File: config.mk
export PLATFORM = sky130hd
export DESIGN_NAME = wb_rr_arbiter
export DESIGN_NICKNAME = d
export VERILOG_FILES = /design/src/rtl/wb_pkg.sv /design/src/rtl/wb_rr_arbiter_rr_pick.sv /design/src/rtl/wb_rr_arbiter.sv
export SDC_FILE = /design/constraint.sdc
export NUM_CORES = 1
export LEC_CHECK = 0
export CORE_AREA = 2 2 125 127
export DETAILED_ROUTE_END_ITERATION = 7
export DIE_AREA = 0 0 127 129
export GPL_ROUTABILITY_DRIVEN = 0
export GPL_TIMING_DRIVEN = 0
export HOLD_SLACK_MARGIN = 0.08
export PLACE_DENSITY = 0.6
export SLEW_MARGIN = 20
export SYNTH_ARGS = -nofsm -noshare
export SYNTH_HDL_FRONTEND = slang
export SYNTH_SLANG_ARGS = --single-unit
File: constraint.sdc
create_clock -name clk_i -period 1.9 [get_ports clk_i]
set_input_delay 0.38 -clock clk_i [delete_from_list [all_inputs] [get_ports clk_i]]
set_output_delay 0.38 -clock clk_i [all_outputs]
set_load 0.1 [all_outputs]
File: src/rtl/wb_pkg.sv
// Shared Wishbone widths and arbiter state encoding for wb_rr_arbiter.
package wb_pkg;

    localparam int unsigned WB_ADR_W = 32;
    localparam int unsigned WB_DAT_W = 32;
    localparam int unsigned WB_SEL_W = 4;

    typedef enum logic [1:0] {
        IDLE    = 2'd0,
        BUSY    = 2'd1,
        RELEASE = 2'd2
    } arb_state_t;

endpackage

File: src/rtl/wb_rr_arbiter_rr_pick.sv
// rr_pick: combinational round-robin picker. It rotates the request vector so that
// index ptr becomes bit 0, keeps the lowest set bit, then rotates the result back.
module rr_pick #(
    parameter int unsigned N     = 2,
    parameter int unsigned PTR_W = 1
) (
    input  logic [N-1:0]     req,
    input  logic [PTR_W-1:0] ptr,
    output logic [N-1:0]     gnt,
    output logic             valid
);

    logic [N-1:0] rot_req;
    logic [N-1:0] rot_gnt;

    // Rotate, isolate the lowest requester, un-rotate.
    always_comb begin
        rot_req = N'({req, req} >> ptr);
        rot_gnt = rot_req & (~rot_req + N'(1));
        gnt     = N'(({rot_gnt, rot_gnt} << ptr) >> N);
        valid   = |req;
    end

endmodule

File: src/rtl/wb_rr_arbiter.sv
// wb_rr_arbiter: round-robin Wishbone B4 classic arbiter. A grant is held for the
// whole bus cycle (mcyc_i high) and there is always one idle cycle between grants.
// Optional feature macro: WB_ARB_TIMEOUT_EN (stalled-strobe timeout with forced release).
module wb_rr_arbiter
    import wb_pkg::*;
#(
    parameter int unsigned N_MASTERS      = 2,
    parameter int unsigned TIMEOUT_CYCLES = 255
) (
    input  logic                            clk_i,
    input  logic                            rst_i,
    input  logic [N_MASTERS*WB_ADR_W-1:0]   madr_i,
    input  logic [N_MASTERS*WB_DAT_W-1:0]   mdat_i,
    output logic [N_MASTERS*WB_DAT_W-1:0]   mdat_o,
    input  logic [N_MASTERS-1:0]            mwe_i,
    input  logic [N_MASTERS*WB_SEL_W-1:0]   msel_i,
    input  logic [N_MASTERS-1:0]            mstb_i,
    input  logic [N_MASTERS-1:0]            mcyc_i,
    output logic [N_MASTERS-1:0]            mack_o,
    output logic [N_MASTERS-1:0]            merr_o,
    output logic [WB_ADR_W-1:0]             sadr_o,
    output logic [WB_DAT_W-1:0]             sdat_o,
    output logic                            swe_o,
    output logic [WB_SEL_W-1:0]             ssel_o,
    output logic                            sstb_o,
    output logic                            scyc_o,
    input  logic [WB_DAT_W-1:0]             sdat_i,
    input  logic                            sack_i,
    output logic [N_MASTERS-1:0]            grant_o
);

    localparam int unsigned PTR_W = (N_MASTERS > 1) ? $clog2(N_MASTERS) : 1;

    if (N_MASTERS < 1 || N_MASTERS > 16 || TIMEOUT_CYCLES < 2) begin : g_param_check
        $error("wb_rr_arbiter: unsupported N_MASTERS or TIMEOUT_CYCLES");
    end

    arb_state_t             state_q, state_d;
    logic [N_MASTERS-1:0]   grant_q, grant_d;
    logic [PTR_W-1:0]       ptr_q, ptr_d;
    logic [PTR_W-1:0]       next_ptr;
    logic [N_MASTERS-1:0]   req_vec;
    logic [N_MASTERS-1:0]   pick_gnt;
    logic                   pick_valid;
    logic                   busy;
    logic                   gnt_cyc;
    logic                   gnt_stb;

    rr_pick #(
        .N     (N_MASTERS),
        .PTR_W (PTR_W)
    ) u_pick (
        .req   (req_vec),
        .ptr   (ptr_q),
        .gnt   (pick_gnt),
        .valid (pick_valid)
    );

    assign busy    = (state_q == BUSY);
    assign grant_o = grant_q;
    assign mdat_o  = {N_MASTERS{sdat_i}};

    // Slave-side mux driven by the registered one-hot grant (all zero when none granted).
    always_comb begin
        sadr_o  = '0;
        sdat_o  = '0;
        ssel_o  = '0;
        swe_o   = 1'b0;
        gnt_cyc = 1'b0;
        gnt_stb = 1'b0;
        for (int i = 0; i < N_MASTERS; i++) begin
            if (grant_q[i]) begin
                sadr_o  = sadr_o | madr_i[i*WB_ADR_W +: WB_ADR_W];
                sdat_o  = sdat_o | mdat_i[i*WB_DAT_W +: WB_DAT_W];
                ssel_o  = ssel_o | msel_i[i*WB_SEL_W +: WB_SEL_W];
                swe_o   = swe_o | mwe_i[i];
                gnt_cyc = gnt_cyc | mcyc_i[i];
                gnt_stb = gnt_stb | mstb_i[i];
            end
        end
    end

    // Cycle/strobe are forwarded from the granted master and cut immediately by reset.
    always_comb begin
        scyc_o = busy & gnt_cyc & ~rst_i;
        sstb_o = busy & gnt_cyc & gnt_stb & ~rst_i;
        mack_o = (busy && !rst_i) ? (grant_q & {N_MASTERS{sack_i}}) : '0;
    end

    // Pointer value one past the current grant, wrapping at N_MASTERS.
    always_comb begin
        next_ptr = '0;
        for (int i = 0; i < N_MASTERS; i++) begin
            if (grant_q[i]) begin
                next_ptr = (i == int'(N_MASTERS) - 1) ? '0 : PTR_W'(i + 1);
            end
        end
    end

`ifdef WB_ARB_TIMEOUT_EN
    localparam int unsigned CNT_W = $clog2(TIMEOUT_CYCLES + 1);

    logic [CNT_W-1:0]       cnt_q, cnt_d;
    logic [N_MASTERS-1:0]   block_q, block_d;
    logic                   timeout_hit;

    // A master that timed out stays masked until it has dropped mcyc_i once.
    assign req_vec     = mcyc_i & ~block_q;
    assign timeout_hit = sstb_o & ~sack_i & (cnt_q == CNT_W'(TIMEOUT_CYCLES - 1));
    assign merr_o      = timeout_hit ? grant_q : '0;
`else
    assign req_vec = mcyc_i;
    assign merr_o  = '0;
`endif

    // Next-state logic: grant on request, hold for the bus cycle, release on mcyc_i drop.
    always_comb begin
        state_d = state_q;
        grant_d = grant_q;
        ptr_d   = ptr_q;
`ifdef WB_ARB_TIMEOUT_EN
        block_d = block_q & mcyc_i;
`endif
        case (state_q)
            IDLE: begin
                if (pick_valid) begin
                    grant_d = pick_gnt;
                    state_d = BUSY;
                end
            end
            BUSY: begin
                if (!gnt_cyc) begin
                    state_d = IDLE;
                    grant_d = '0;
                    ptr_d   = next_ptr;
                end
`ifdef WB_ARB_TIMEOUT_EN
                else if (timeout_hit) begin
                    state_d = RELEASE;
                    grant_d = '0;
                    ptr_d   = next_ptr;
                    block_d = block_d | grant_q;
                end
            end
            RELEASE: begin
                state_d = IDLE;
`endif
            end
            default: begin
                state_d = IDLE;
                grant_d = '0;
            end
        endcase
    end

    // Arbiter state registers.
    always_ff @(posedge clk_i) begin
        if (rst_i) begin
            state_q <= IDLE;
            grant_q <= '0;
            ptr_q   <= '0;
        end else begin
            state_q <= state_d;
            grant_q <= grant_d;
            ptr_q   <= ptr_d;
        end
    end

`ifdef WB_ARB_TIMEOUT_EN
    // Stall counter: counts unacked strobe cycles, clears on ack or when leaving BUSY.
    always_comb begin
        cnt_d = cnt_q;
        if (!busy || state_d != BUSY || sack_i) begin
            cnt_d = '0;
        end else if (sstb_o) begin
            cnt_d = cnt_q + CNT_W'(1);
        end
    end

    // Timeout counter and re-grant mask registers.
    always_ff @(posedge clk_i) begin
        if (rst_i) begin
            cnt_q   <= '0;
            block_q <= '0;
        end else begin
            cnt_q   <= cnt_d;
            block_q <= block_d;
        end
    end
`endif

endmodule

==> results.rst, run 1 <==
.. list-table::
   :header-rows: 1

   * - Metric
     - Value
   * - Result of the run
     - complete, no violations
   * - Max Clk Rate
     - approximately 0.55 GHz
   * - Maximum buffer depth of the clock tree
     - 2
   * - Total count of max-transition violations in the final report
     - 0
   * - Number of enable flip-flop cells after synthesis
     - 0
   * - Combined buffer and inverter count along the critical path
     - 3
   * - CP required
     - approximately 1.5 ns
   * - Setup tns final
     - 0 ns
   * - Global-route total usage across every layer
     - 0.0937
   * - Non-filler cells in the finished layout
     - between 600 and 700
   * - Row count
     - between 40 and 50
   * - Sort of element at the start of the critical path
     - flop
   * - WL/cell
     - between 10 and 15 µm
   * - Count of input and output buffers
     - around 280
   * - Combinational fraction of design power
     - 0.850
   * - Area share of the largest cell type after synthesis
     - 0.417
   * - Power per unit of standard cell area
     - slightly above 600 nW/µm²
   * - Max transition margin
     - 0.340
   * - Vias per cell
     - between 3 and 4
   * - Worst hold margin
     - between 0.4 and 0.5 ns
   * - Net switching share of the total power
     - 0.610
   * - Synthesis-to-layout area growth
     - 225%
   * - Detailed Routing Iterations Pass 1
     - 4
   * - Number of CTS-inserted buffers
     - 3
   * - Fin Clk Skew
     - 0.00409 ns
   * - Gate count of the mapped netlist
     - approximately 180
   * - Clock transition time at the flip-flop clock pins of the worst setup and hold paths
     - 0.03 ns
   * - Setup crit end kind
     - output port
   * - Effective utilization at floorplan
     - 0.0967
   * - Final period util
     - 0.963
   * - Slew @ Worst Pin
     - 0.995 ns
   * - Cell breakdown of the critical path
     - buf_4 -> clkbuf_4 -> a22o_2 -> buf_6
   * - Peak supply drop
     - 0.349 mV
   * - Diode count
     - 0
   * - Number of setup violations in the final report
     - 0
   * - Internal power component
     - ~0.0011 W
   * - Placement Setup Slack
     - -1.11 ns
   * - X dimension of the die
     - around 130 µm
   * - Antenna violations before repair
     - 0
   * - Antenna violation net count after detailed routing
     - 0
   * - Sequential fraction of the synthesis area
     - 0.0553
   * - Nets
     - about 650
   * - Total of hold buffers inserted after clock tree synthesis
     - 0
   * - Arrival time of data at the critical path endpoint
     - between 1 and 1.5 ns
   * - Clock sink count
     - 4
   * - Unrepaired setup endpoints after global routing
     - false
   * - Area of all placed cells without fillers
     - 4710 µm²
   * - Wire length of the first global-routing pass
     - 12500 µm
   * - Layout filler cell count
     - 1606
   * - Total Wirelength
     - 9120 µm
   * - HPWL after DPL
     - between 7000 and 8000 µm
   * - P_sw
     - around 0.0018 W
   * - Area after detailed placement
     - around 4600 µm²
   * - Vias in the first global route
     - approximately 2500
   * - Setup WS post-layout
     - ~0.07 ns
   * - Critical-path cell with the highest stage delay
     - sky130_fd_sc_hd__dfxtp_4
   * - Overall die area
     - approximately 16000 µm²
   * - Most used standard cell by instance count after synthesis
     - sky130_fd_sc_hd__buf_4
   * - Cell leakage power
     - between 2 and 2.5 nW
   * - Total vias in the final route
     - ~2500
   * - Top Ports
     - about 320
   * - Type of the most critical hold path
     - flop to flop
   * - Share of synthesized flip-flops with an asynchronous set or reset
     - 0
   * - Source-to-sink clock delay at the later pin of the worst-skew pair
     - 0.23 ns
   * - Floorplan Core Area
     - about 15000 µm²
   * - Number of instances in the placed design
     - 650
   * - Leading register cell type out of synthesis
     - sky130_fd_sc_hd__dfxtp_1
   * - DRC marker count from the first detailed-route iteration
     - about 50
   * - Die span in y
     - 129 µm
   * - Root Buffer Master
     - sky130_fd_sc_hd__clkbuf_16
   * - Largest delay share family, worst path
     - buffers and inverters
   * - Top cell type by total area after synthesis
     - sky130_fd_sc_hd__a22o_1
   * - Mapped Avg Cell Area
     - just over 8 µm²
   * - Fraction of final layout cells with drive strength greater than 1
     - 0.514
   * - Largest fanout of any net on the critical path
     - 10
   * - Total congestion overflow
     - 0
   * - Type of the setup path with the least slack
     - flop to output port
   * - TritonCTS clock tree
     - yes
   * - Total of flip-flops plus latches after synthesis
     - 4
   * - Part of the total power dissipated in the clock network
     - 0.117
   * - H-tree Lvls
     - 1
   * - Number of warning messages in the yosys log
     - 0
   * - Unique cell type count in the Yosys netlist
     - 23
   * - Largest net degree at the start of global routing
     - 11
   * - Largest cells by area after synthesis
     - sky130_fd_sc_hd__a22o_1 42%, sky130_fd_sc_hd__buf_4 37%, sky130_fd_sc_hd__dfxtp_1 5.5%, sky130_fd_sc_hd__buf_2 4.1%, sky130_fd_sc_hd__and4b_1 1.4%
   * - DRC viols
     - 0
   * - Largest stage delay on the critical path
     - 0.35 ns
   * - Share of power burned in registers
     - 0.032
   * - Netlist area before placement
     - 1450 µm²
   * - Number of max-cap violations
     - 0
   * - Final min period
     - between 1.5 and 2 ns
   * - Number of hold violations in the final report
     - 0
   * - Commonest cells post-synth
     - 71 x sky130_fd_sc_hd__buf_4, 69 x sky130_fd_sc_hd__a22o_1, 12 x sky130_fd_sc_hd__buf_2
==> per-stage QoR <==
step	utilization	power, W
2_1_floorplan	-	0.00185
3_3_place_gp	0.309	0.00255
3_5_place_dp	0.309	0.00256
4_1_cts	0.303	0.00284
5_1_grt	0.314	0.00297
6_report	0.314	0.00289
==> cells by family after synthesis <==
group | Yosys count | share of synthesized area
other | 1 | 0.00259
buffers and inverters | 84 | 0.412
DFF | 4 | 0.0553
AOI/OAI and AO/OA | 81 | 0.482
and+or+nand+nor | 8 | 0.0475
==> tightest hold or removal path: stages, from the launching register on <==
cell and delay [ns]:
sky130_fd_sc_hd__dfxtp_1 0.32, sky130_fd_sc_hd__nand2_1 0.06, sky130_fd_sc_hd__a21oi_1 0.05
==> placed cells by master, fill, tap and decap left out, types with 2 or more instances in the layout <==
cell type	Yosys	routed
sky130_fd_sc_hd__a22o_2	0	69
sky130_fd_sc_hd__buf_4	71	80
sky130_fd_sc_hd__buf_2	12	8
sky130_fd_sc_hd__o21ai_0	2	2
sky130_fd_sc_hd__dlygate4sd2_1	0	69
sky130_fd_sc_hd__dfxtp_4	0	2
sky130_fd_sc_hd__a21boi_1	2	2
sky130_fd_sc_hd__conb_1	1	2
sky130_fd_sc_hd__dfxtp_1	4	2
sky130_fd_sc_hd__clkbuf_16	0	3
sky130_fd_sc_hd__clkdlybuf4s50_1	0	141
sky130_fd_sc_hd__clkbuf_4	0	4
sky130_fd_sc_hd__buf_6	0	63
sky130_fd_sc_hd__and4b_2	0	2
==> sequential cells by signal (all words and copies together) (netlist names) <==
register and cells:
grant_o 2, ptr_q 1, state_q 1
==> cell type report <==
cell class	instances	area, µm²	share of cell area
buffer	83	603	0.128
clock buffer	4	78.8	0.0167
inverter	1	3.75	0.000797
multi-input combinational	91	872	0.185
sequential	4	87.6	0.0186
tap	188	235	0.0500
timing repair buffer	284	2830	0.601
==> final timing paths <==
check	start	to	slack, ns	depth (start not counted)
worst max-delay path	grant_o[1]	sdat_o[23]	0.07	4
worst min-delay path	ptr_q	ptr_q	0.48	2
worst max register to register	grant_o[1]	grant_o[1]	0.82	4
worst min register to register	ptr_q	ptr_q	0.48	2
==> power groups by stage <==
| stage | clock (W) | sequential, W | combinational (W) |
|---|---|---|---|
| finish | 0.000339 | 0.0000939 | 0.00246 |
| detailed placement | 0 | 0.0000951 | 0.00247 |
| global route | 0.000353 | 0.0000947 | 0.00252 |
| floorplan | 0 | 0.000116 | 0.00174 |
| global placement | 0 | 0.0000950 | 0.00246 |
| CTS | 0.000346 | 0.0000939 | 0.00240 |
==> layer usage <==
| layer | GRT usage | vias to the layer above | wire length, µm |
|---|---|---|---|
| li1 | - | 1191 | - |
| met1 | 0.107 | 1098 | 3240 |
| met2 | 0.185 | 169 | 4970 |
| met3 | 0.0166 | 4 | 867 |
| met4 | 0.0136 | 0 | 43 |
| met5 | 0 | - | 0 |
==> timing repair <==
item	CTS	global route
pin swaps	1	0
gates resized for setup	532	47
endpoints found under the hold margin	0	0
setup buffers	1	0
setup endpoints to repair	139	49
(Power assumes the default switching activity.)
==> run 2: changes to the inputs <==
Settings changed: SLEW_MARGIN 20 to not set.
==> results of run 2 <==
Same layout as run 1: the final DEF is identical, and so are final timing and power.
==> run 3: changes to the inputs <==
Settings changed: GPL_TIMING_DRIVEN 0 to 1.
==> results.rst, run 3 (synthesis results as in run 1) <==
.. list-table::
   :header-rows: 1

   * - Metric
     - Value
   * - Global-route total usage across every layer
     - 0.0816
   * - Setup slack, reg-to-reg
     - about 0.65 ns
   * - Total count of max-transition violations in the final report
     - 0
   * - Wire length of the first global-routing pass
     - about 11000 µm
   * - Detailed Routing Iterations Pass 1
     - 4
   * - Unrepaired setup endpoints after global routing
     - false
   * - Sort of element at the start of the critical path
     - flop
   * - Cell leakage power
     - between 1.5 and 2 nW
   * - Arrival time of data at the critical path endpoint
     - between 1 and 1.5 ns
   * - Number of cells traversed by the worst hold path
     - 2
   * - WHS Endpoint
     - ptr_q
   * - Launch instance of the worst register-to-register path
     - grant_o[1]
   * - Largest fanout of any net on the critical path
     - 24
   * - Count of input and output buffers
     - 219
   * - Vias per cell
     - 3.75
   * - Number of max-cap violations
     - 0
   * - Final period util
     - 0.921
   * - Most frequent cells in the layout
     - 141 x sky130_fd_sc_hd__clkdlybuf4s50_1, 77 x sky130_fd_sc_hd__buf_12, 69 x sky130_fd_sc_hd__a22o_2
   * - Post-CTS setup buffer count
     - 0
   * - HPWL after DPL
     - slightly below 7000 µm
   * - Setup crit end kind
     - output port
   * - Number of setup violations in the final report
     - 0
   * - CP required
     - between 1.5 and 2 ns
   * - Clock transition time at the flip-flop clock pins of the worst setup and hold paths
     - roughly 0.030 ns
   * - Setup tns final
     - 0 ns
   * - Type of the most critical hold path
     - flop to flop
   * - Antenna violations before repair
     - 0
   * - Area after detailed placement
     - 4220 µm²
   * - Row count
     - 45
   * - Synthesis-to-layout area growth
     - 197%
   * - Top Ports
     - between 300 and 400
   * - Total vias in the final route
     - ~1900
   * - Critical-path cell with the highest stage delay
     - sky130_fd_sc_hd__dfxtp_4
   * - Type of the setup path with the least slack
     - flop to output port
   * - H-tree Lvls
     - 1
   * - Floorplan Core Area
     - around 15000 µm²
   * - Antenna violation net count after detailed routing
     - 0
   * - Largest stage delay on the critical path
     - about 0.43 ns
   * - Final min period
     - around 1.8 ns
   * - Fin Clk Skew
     - between 0.004 and 0.005 ns
   * - Result of the run
     - complete, no violations
   * - Total congestion overflow
     - 0
   * - Power per unit of standard cell area
     - roughly 570 nW/µm²
   * - Peak supply drop
     - approximately 0.4 mV
   * - WL/cell
     - around 15 µm
   * - Max Clk Rate
     - approximately 0.57 GHz
   * - Cell breakdown of the critical path
     - buf_4 -> a22o_2 -> buf_12
   * - Area of all placed cells without fillers
     - around 4300 µm²
   * - Source-to-sink clock delay at the later pin of the worst-skew pair
     - roughly 0.22 ns
   * - Hold wc startpoint
     - ptr_q
   * - Leading cell type in the layout, fill and taps excluded
     - sky130_fd_sc_hd__clkdlybuf4s50_1
   * - Number of flip-flops under the largest register name
     - 2
   * - Number of hold violations in the final report
     - 0
   * - Die span in y
     - between 100 and 150 µm
   * - Number of CTS-inserted buffers
     - 3
   * - Clock sink count
     - 4
   * - Nets
     - 504
   * - DRC viols
     - 0
   * - DRC marker count from the first detailed-route iteration
     - 57
   * - Maximum buffer depth of the clock tree
     - 2
   * - TritonCTS clock tree
     - yes
   * - Fraction of final layout cells with drive strength greater than 1
     - 0.506
   * - Root Buffer Master
     - sky130_fd_sc_hd__clkbuf_16
   * - Vias in the first global route
     - ~2100
   * - Total Wirelength
     - 7640 µm
   * - Crit Reg-Reg Endpoint
     - ptr_q
   * - X dimension of the die
     - about 130 µm
   * - Overall die area
     - 16400 µm²
   * - Diode count
     - 0
   * - Effective utilization at floorplan
     - 0.0967
   * - Largest net degree at the start of global routing
     - between 40 and 50
   * - Finished Core Util
     - 0.287
   * - Reg2Reg Depth
     - 4
-- run 3: changes by cell type in the layout (fill, tap and decap cells not counted), sizes merged --
cell         before  now
buf             153   82
clkbuf            8    4
dlygate4sd2      69    3
-- run 3: repair_timing --
| item | in CTS | in global routing |
|---|---|---|
| hold buffers | 0 | 0 |
| resized for setup | 3 | 0 |
| setup endpoints to repair | 2 | 0 |
-- run 3: per-stage QoR --
step	setup slack (ns)	hold WS [ns]	instances	total power, W
after floorplan	-0.572	0.449	179	0.00185
after global placement	-0.0763	0.467	510	0.00210
after detailed placement	-0.0784	0.489	510	0.00212
after CTS	0.135	0.497	514	0.00246
after global routing	0.0913	0.513	514	0.00251
final	0.150	0.498	514	0.00244
-- run 3: routing by layer --
layer / GRT usage / routed length, µm
met1: 0.0863 / 2610
met3: 0.0266 / 811
met4: 0.0181 / 126
met5: 0 / 0
met2: 0.157 / 4090
-- run 3: area by class of cell --
cell class                 count  area [µm²]
clock buffer                   4        78.8
tap                          188         235
sequential                     4        87.6
timing repair buffer         226        3020
multi-input combinational     91         872
fill                        1541       10700
inverter                       1        3.75
-- run 3: critical path: cells and delay by family, from the launching register on --
kind,cells,cell delay [ns]
buffers and inverters,2,0.47
AOI/OAI and AO/OA,1,0.24
DFF,1,0.43
-- run 3: worst max path at each step --
| stage | to | depth (start not counted) | slack (ns) | from |
|---|---|---|---|---|
| after floorplan | sstb_o | 3 | -0.57 | grant_o[1] |
| after global placement | sstb_o | 5 | -0.08 | mcyc_i[1] |
| after detailed placement | sstb_o | 5 | -0.08 | mcyc_i[1] |
| after CTS | sadr_o[22] | 3 | 0.14 | grant_o[0] |
| after global routing | sadr_o[22] | 3 | 0.09 | grant_o[0] |
| final | sadr_o[22] | 3 | 0.15 | grant_o[0] |
-- run 3: where the power goes --
part,switching [W],internal [W]
Combinational,0.00115,0.000840
Clock,0.0000591,0.000277
Sequential,0.0000171,0.0000900
Total,0.00123,0.00121
